### config.mk
export PLATFORM = sky130hd
export DESIGN_NAME = alu_result_stage
export DESIGN_NICKNAME = d
export VERILOG_FILES = /design/src/rtl/alu_result_stage.sv
export SDC_FILE = /design/constraint.sdc
export NUM_CORES = 1
export LEC_CHECK = 0
export ABC_AREA = 1
export CELL_PAD_IN_SITES_DETAIL_PLACEMENT = 1
export CELL_PAD_IN_SITES_GLOBAL_PLACEMENT = 2
export CORE_ASPECT_RATIO = 0.7
export CORE_MARGIN = 2
export CORE_UTILIZATION = 29
export DETAILED_ROUTE_END_ITERATION = 10
export PLACE_DENSITY_LB_ADDON = 0.3
export SYNTH_ARGS = -nofsm -noshare
export SYNTH_HDL_FRONTEND = slang
export SYNTH_SLANG_ARGS = --single-unit
export TNS_END_PERCENT = 1
### constraint.sdc
create_clock -name clk -period 3.06 [get_ports clk]
set_input_delay 0.459 -clock clk [delete_from_list [all_inputs] [get_ports clk]]
set_output_delay 0.459 -clock clk [all_outputs]
set_load 0.02 [all_outputs]
### src/rtl/alu_result_stage.sv
// alu_result_stage
//   Registered output stage behind the data-merge unit. Buffers the merged
//   result word and its zero flag in a 2-entry FIFO. The valid/ready
//   handshake on the writeback side is decoupled from the merge path: there
//   is no combinational path from out_ready to in_ready and no in->out bypass.
//   Also keeps a sticky zero flag and a wrapping count of delivered results.
//
// Parameters
//   DATA_W        result word width
//   CNT_W         delivered-result counter width
//
// Ports
//   clk, rst      clock; asynchronous active-high reset
//   in_valid/in_ready/in_data/in_zero       upstream handshake and payload
//   out_valid/out_ready/out_data/out_zero   downstream handshake and head entry
//   sticky_zero, sticky_clr   sticky "a zero result was accepted" flag, sync clear
//   result_count              number of out-side handshakes, wraps silently
//   zero_err                  sticky zero-flag consistency error
//
// Build option
//   ALU_RESULT_ZERO_CHECK_EN  when defined, each pushed in_zero is compared
//                             against (in_data == 0). A mismatch sets zero_err
//                             until reset. When undefined, zero_err is tied low.

module alu_result_stage #(
    parameter int DATA_W = 32,
    parameter int CNT_W  = 16
) (
    input  logic              clk,
    input  logic              rst,
    input  logic              in_valid,
    output logic              in_ready,
    input  logic [DATA_W-1:0] in_data,
    input  logic              in_zero,
    output logic              out_valid,
    input  logic              out_ready,
    output logic [DATA_W-1:0] out_data,
    output logic              out_zero,
    output logic              sticky_zero,
    input  logic              sticky_clr,
    output logic [CNT_W-1:0]  result_count,
    output logic              zero_err
);

    logic [1:0][DATA_W-1:0] mem_data;
    logic [1:0]             mem_zero;
    logic                   wr_ptr;
    logic                   rd_ptr;
    logic [1:0]             count;
    logic                   push;
    logic                   pop;

    // in_ready is gated by rst so nothing is offered as accepted while the
    // stage is held in reset; otherwise it depends on registered count only.
    assign in_ready  = ~rst & (count != 2'd2);
    assign out_valid = (count != 2'd0);
    assign out_data  = mem_data[rd_ptr];
    assign out_zero  = mem_zero[rd_ptr];

    assign push = in_valid & in_ready;
    assign pop  = out_valid & out_ready;

    always_ff @(posedge clk or posedge rst) begin
        if (rst) begin
            mem_data     <= '0;
            mem_zero     <= '0;
            wr_ptr       <= 1'b0;
            rd_ptr       <= 1'b0;
            count        <= 2'd0;
            sticky_zero  <= 1'b0;
            result_count <= '0;
        end else begin
            if (push) begin
                mem_data[wr_ptr] <= in_data;
                mem_zero[wr_ptr] <= in_zero;
                wr_ptr           <= ~wr_ptr;
            end
            if (pop) begin
                rd_ptr       <= ~rd_ptr;
                result_count <= result_count + CNT_W'(1);
            end
            case ({push, pop})
                2'b10:   count <= count + 2'd1;
                2'b01:   count <= count - 2'd1;
                default: count <= count;
            endcase
            // set has priority over clear
            if (push && in_zero) begin
                sticky_zero <= 1'b1;
            end else if (sticky_clr) begin
                sticky_zero <= 1'b0;
            end
        end
    end

`ifdef ALU_RESULT_ZERO_CHECK_EN
    logic zero_mismatch;

    assign zero_mismatch = in_zero != (in_data == '0);

    always_ff @(posedge clk or posedge rst) begin
        if (rst) begin
            zero_err <= 1'b0;
        end else if (push && zero_mismatch) begin
            zero_err <= 1'b1;
        end
    end
`else
    assign zero_err = 1'b0;
`endif

endmodule

==> flow_summary_export.csv, run 1 <==
group,metric,value,unit
critical_path,rr_worst_depth,6,
sta,post-route-period-util,80.73,%
sta,post-route-min-period,2.470,ns
clock_network,clockBufferDepth,2,
synthesis,synth_area_leader_cell,"dfrtp_1",
finish,syn2layout_area_growth,34.31,%
clock_network,numCtsBuffers,9,
critical_path,crit_path_end_kind,"output port",
place,io_buffers,89,
grt,use_met2,23.41,%
pwr,power.leakage,2.604,nW
critical_path,cp_max_fo,15,
grt,grtUsageMet1,21.76,%
critical_path,crit_arrival,2.01,ns
finish,seqCellArea,0.002177,mm²
clock_network,clk_pin_slew,0.06,ns
critical_path,cp_data_required_time,2.60,ns
synthesis,yosysWarnings,0,
synthesis,ys_seq_area_share,55.27,%
clock_network,cts_tree,"done",
flow_run,maxCapViolCount,0,
place,gp_congestion,0.7758,
finish,fillCellCount,1579,
sta,tightest_slew,0.7599,ns
finish,n_antenna_cell,0,
synthesis,synth_edf_count,0,
synthesis,yosys-top-cells-area,"dfrtp_1 55%, nand2_1 19%, o21ai_0 5.0%",
sta,slew_headroom,49.34,%
place,dp_hpwl,7336,µm
sta,rsz0062_at_grt,"no",
synthesis,mappedNetlistArea,0.003939,mm²
floorplan,die_h,101.5,µm
floorplan,boundaryPins,91,
clock_network,clk_latency,0.33,ns
synthesis,synth_ff_type,"dfrtp_1",
grt,use_met3,4.161,%
detailed_routing,drt_pass1_iterations,4,
grt,grt_pass1_wl,17260,µm
synthesis,yosys.cell_count.top_type,"nand2_1",
clock_network,clock-sinks,87,
pwr,p_per_area,1038,mW/mm²
critical_path,r2r-start,"count[0]",
detailed_routing,drc,0,
sta,maxSlewViolCount,0,
sta,fmax,0.4048,GHz
sta,setup_violations,0,
floorplan,die_w,143.3,µm
grt,grt_antenna_before_repair,0,
floorplan,placement_rows,35,
sta,finalSetupTns,0,ns
synthesis,avgSynthCellArea,8.172,µm²
critical_path,crit_start,"rd_ptr",
synthesis,synthArstFlopShare,100.0,%
clock_network,cts-root-buf,"clkbuf_16",
synthesis,synth.distinct_cells,27,
sta,holdWs,0.4822,ns
detailed_routing,ant_nets,0,
critical_path,start_kind,"flop",
detailed_routing,wl_per_cell,14.14,µm
synthesis,synth_common_cells,"201 x nand2_1, 87 x dfrtp_1, 50 x inv_1, 39 x o21ai_0, 27 x o21ai_1",
finish,design.final.nets,605,
sta,finalClockSkew,0.003522,ns
synthesis,syn_nets,522,
sta,hold_viol,0,
clock_network,post_cts_resized,0,
finish,multiInputGateArea,0.001446,mm²
hold_path,min_from,"mem_data[48]",
floorplan,coreArea,0.01323,mm²
floorplan,initial_utilization,29.78,%
synthesis,synth_cells,482,
grt,track_usage,15.34,%
synthesis,ys_ff_latch,87,
detailed_routing,num_vias,3350,
detailed_routing,vias_per_cell,4.443,
clock_network,cts_hold_buf,0,
synthesis,netlist.area_leader.share,55.27,%
grt,grt_busiest_layer,"met2",
hold_path,hold_depth,2,
detailed_routing,finalWirelength,10660,µm
grt,grt_max_degree,68,
floorplan,die_area,0.01455,mm²
finish,drive_gt1_share,5.624,%
detailed_routing,initialDrtViolationCount,146,
grt,grt.overflow.total,0,
grt,grt_pass1_vias,3388,
outcome,status,"finished clean",
clock_network,postCtsSetupRepairBufs,0,
critical_path,timing_worst_setup_path_type,"flop to output port",
clock_network,htree_num_levels,3,
pwr,peakVddDrop,0.4444,mV
hold_path,hp-class,"flop to flop",
[where the power goes]
group / switching, mW / internal [mW] / total, mW
clock: 0.437 / 0.668 / 1.11
combinational: 1.39 / 1.05 / 2.44
sequential: 0.316 / 1.63 / 1.94
[state kept, by name, indices dropped and copies added (netlist names)]
signal,flops
count,2
mem_data,64
mem_zero,2
rd_ptr,1
result_count,16
sticky_zero,1
wr_ptr,1
[critical path, stage by stage, from the launching register on]
cell	delay [ns]
dfrtp_1	0.35
clkinv_1	0.29
buf_4	0.32
nand2_1	0.08
nand2_1	0.08
clkdlybuf4s50_1	0.55
[layer usage]
layer | up-vias | part of all wire, % | wire length (µm)
li1 | 1643 | - | -
met1 | 1627 | 50 | 5368
met4 | 0 | 1.4 | 152
met5 | - | 0 | 0
met2 | 66 | 44 | 4640
met3 | 14 | 4.7 | 504
[cell families (layout without fill, tap and decap cells)]
| group | after synthesis | after routing | synth area share [%] |
|---|---|---|---|
| AND/OR/NAND/NOR | 231 | 231 | 22.78 |
| buffers and inverters | 74 | 161 | 8.132 |
| other | 1 | 1 | 0.09521 |
| flip-flops | 87 | 87 | 55.27 |
| XOR/XNOR | 14 | 14 | 3.113 |
| adder cells (fa/ha/maj) | 2 | 2 | 0.6352 |
| AO/OA/AOI/OAI | 73 | 73 | 9.975 |
[stage by stage]
stage	util [%]	power [mW]	setup WS, ns	instance area, µm²	instances
floorplan	-	3.319	0.3508	3939	482
global placement	37.75	4.348	0.8636	4992	739
detailed placement	37.75	4.428	0.8441	4992	739
CTS	40.00	5.568	0.5545	5290	754
global route	40.00	5.909	0.4465	5290	754
finish	40.00	5.491	0.5896	5290	754
[final cells by class]
| type | instances | share of cell area [%] |
|---|---|---|
| sequential | 87 | 41.15 |
| multi-input combinational | 321 | 27.34 |
| timing repair buffer | 94 | 17.79 |
| clock buffer | 11 | 4.778 |
| tap | 185 | 4.376 |
| inverter | 52 | 3.713 |
| clock inverter | 4 | 0.8515 |
[path summary, 6_finish.rpt]
check                               endpoint  slack (ns)
worst max-delay path                out_zero        0.59
worst min-delay path            mem_data[48]        0.48
worst max register to register  mem_data[18]        1.34
worst min register to register  mem_data[48]        0.48
max in group asynchronous       mem_data[41]        1.77
min in group asynchronous       mem_data[56]        0.58
[cell usage in the layout, fill, tap and decap left out, types with 4 or more instances in the layout]
master / count
xnor2_1: 7
o21ai_1: 27
nand3_1: 6
clkinv_2: 4
o21ai_2: 4
clkdlybuf4s50_1: 89
inv_1: 49
clkbuf_16: 9
buf_4: 4
nand2_1: 201
nor2_1: 15
xor2_1: 7
o21ai_0: 39
dfrtp_1: 87
Note: power is estimated with default switching activity, not from simulation.
==> inputs of run 2 (changes only) <==
Clock period 3.06 ns to 2.5 ns, I/O delays scaled along.
==> flow_summary_export.csv, run 2 (synthesis gave the netlist of run 1 again) <==
group,metric,value,unit
grt,grt_max_degree,68,
clock_network,clk_latency,0.33,ns
grt,grt_pass1_vias,3433,
clock_network,cts-root-buf,"clkbuf_16",
hold_path,hp-class,"flop to flop",
clock_network,clock-sinks,87,
detailed_routing,drc,0,
sta,hold_viol,0,
critical_path,crit_arrival,1.84,ns
sta,setup_violations,0,
clock_network,post_cts_resized,0,
sta,slew_headroom,62.19,%
finish,design.final.nets,608,
detailed_routing,initialDrtViolationCount,166,
clock_network,clk_pin_slew,0.06,ns
detailed_routing,finalWirelength,10540,µm
pwr,power.leakage,2.621,nW
clock_network,cts_tree,"done",
critical_path,cp_common_cell,"nand2_1",
critical_path,slowest_delay,0.61,ns
place,gp_congestion,0.7286,
sta,post-route-min-period,2.220,ns
grt,track_usage,15.33,%
sta,fin_ws,0.2804,ns
sta,finalSetupTns,0,ns
sta,finalClockSkew,0.003811,ns
floorplan,initial_utilization,29.78,%
finish,largest_register_ffs,64,
finish,syn2layout_area_growth,35.55,%
sta,maxSlewViolCount,0,
critical_path,crit_chain,"clkinv_1, buf_4, nand2_1, nand2_1, clkdlybuf4s50_1",
pwr,p_total,6.709,mW
place,place_ws,0.4132,ns
finish,drive_gt1_share,6.108,%
detailed_routing,num_vias,3278,
finish,final_common_cell,"nand2_1",
finish,fillCellCount,1581,
floorplan,die_area,0.01455,mm²
clock_network,htree_num_levels,3,
critical_path,rrSetupSlack,0.80,ns
clock_network,postCtsSetupRepairBufs,0,
floorplan,die_w,143.3,µm
detailed_routing,wl_per_cell,13.90,µm
flow_run,maxCapViolCount,0,
outcome,status,"finished clean",
clock_network,numCtsBuffers,9,
grt,grt_antenna_before_repair,0,
finish,multiInputGateArea,0.001446,mm²
finish,n_antenna_cell,0,
critical_path,timing_worst_setup_path_type,"flop to output port",
floorplan,coreArea,0.01323,mm²
place,io_buffers,89,
finish,seqCellArea,0.002177,mm²
floorplan,die_h,101.5,µm
clock_network,cts_hold_buf,0,
grt,grt_pass1_wl,17310,µm
detailed_routing,drt_pass1_iterations,4,
sta,tightest_slew,0.5634,ns
place,dp_hpwl,7248,µm
critical_path,crit_start,"rd_ptr",
sta,post-route-period-util,88.78,%
critical_path,crit_path_end_kind,"output port",
floorplan,boundaryPins,91,
detailed_routing,ant_nets,0,
critical_path,cp_data_required_time,2.12,ns
finish,final_cell_mix,"201 x nand2_1, 89 x clkdlybuf4s50_1, 87 x dfrtp_1",
critical_path,cp_slowest_cell,"clkdlybuf4s50_1",
detailed_routing,vias_per_cell,4.325,
grt,grt.overflow.total,0,
critical_path,cp_max_fo,19,
pwr,p_per_area,1257,mW/mm²
critical_path,r2r-start,"count[0]",
finish,top_register,"mem_data",
critical_path,start_kind,"flop",
hold_path,min_from,"mem_data[54]",
pwr,peakVddDrop,0.5504,mV
sta,fmax,0.4505,GHz
sta,rsz0062_at_grt,"no",
finish,top_regs,"mem_data: 64 flops, result_count: 16 flops",
clock_network,clockBufferDepth,2,
floorplan,placement_rows,35,
[run 2: cell type report]
| class | count | share of cell area [%] |
|---|---|---|
| flip-flops and latches | 87 | 40.78 |
| well taps | 185 | 4.336 |
| multi-input cells | 321 | 27.09 |
| clock buffers | 14 | 5.320 |
| inverters | 52 | 3.726 |
| repair buffers | 97 | 18.51 |
| clock inverters | 2 | 0.2344 |
[run 2: worst paths after layout]
path,to,depth (start not counted)
max,out_data[21],5
min,mem_data[54],2
min in group asynchronous,result_count[2],2
min reg2reg,mem_data[54],2
max reg2reg,count[1],6
max in group asynchronous,mem_data[13],3
[run 2: report_power, final]
part           total (mW)  internal [mW]  switching [mW]
Sequential           2.37           1.99           0.379
Clock                1.31          0.781           0.533
Combinational        3.02           1.31            1.71
[run 2: critical path: cells and delay by family, from the launching register on]
kind	cells	cell delay, ns
buffers and inverters	3	0.92
flip-flops	1	0.40
AND/OR/NAND/NOR	2	0.18
[run 2: layer usage]
metal	part of all wire [%]	up-vias	global-route usage [%]
met5	0	-	0
met1	52	1555	21.95
li1	-	1651	-
met2	43	67	24.03
met3	4.6	5	3.452
met4	0.53	0	3.167
[run 2: per-stage QoR]
| stage | hold slack (ns) | instance area, µm² | cells | utilization (%) |
|---|---|---|---|---|
| 2_1_floorplan | 0.4529 | 3943 | 482 | - |
| 3_3_place_gp | 0.4653 | 5042 | 742 | 38.13 |
| 3_5_place_dp | 0.4734 | 5042 | 742 | 38.13 |
| 4_1_cts | 0.4887 | 5339 | 758 | 40.37 |
| 5_1_grt | 0.5102 | 5339 | 758 | 40.37 |
| 6_report | 0.4871 | 5339 | 758 | 40.37 |
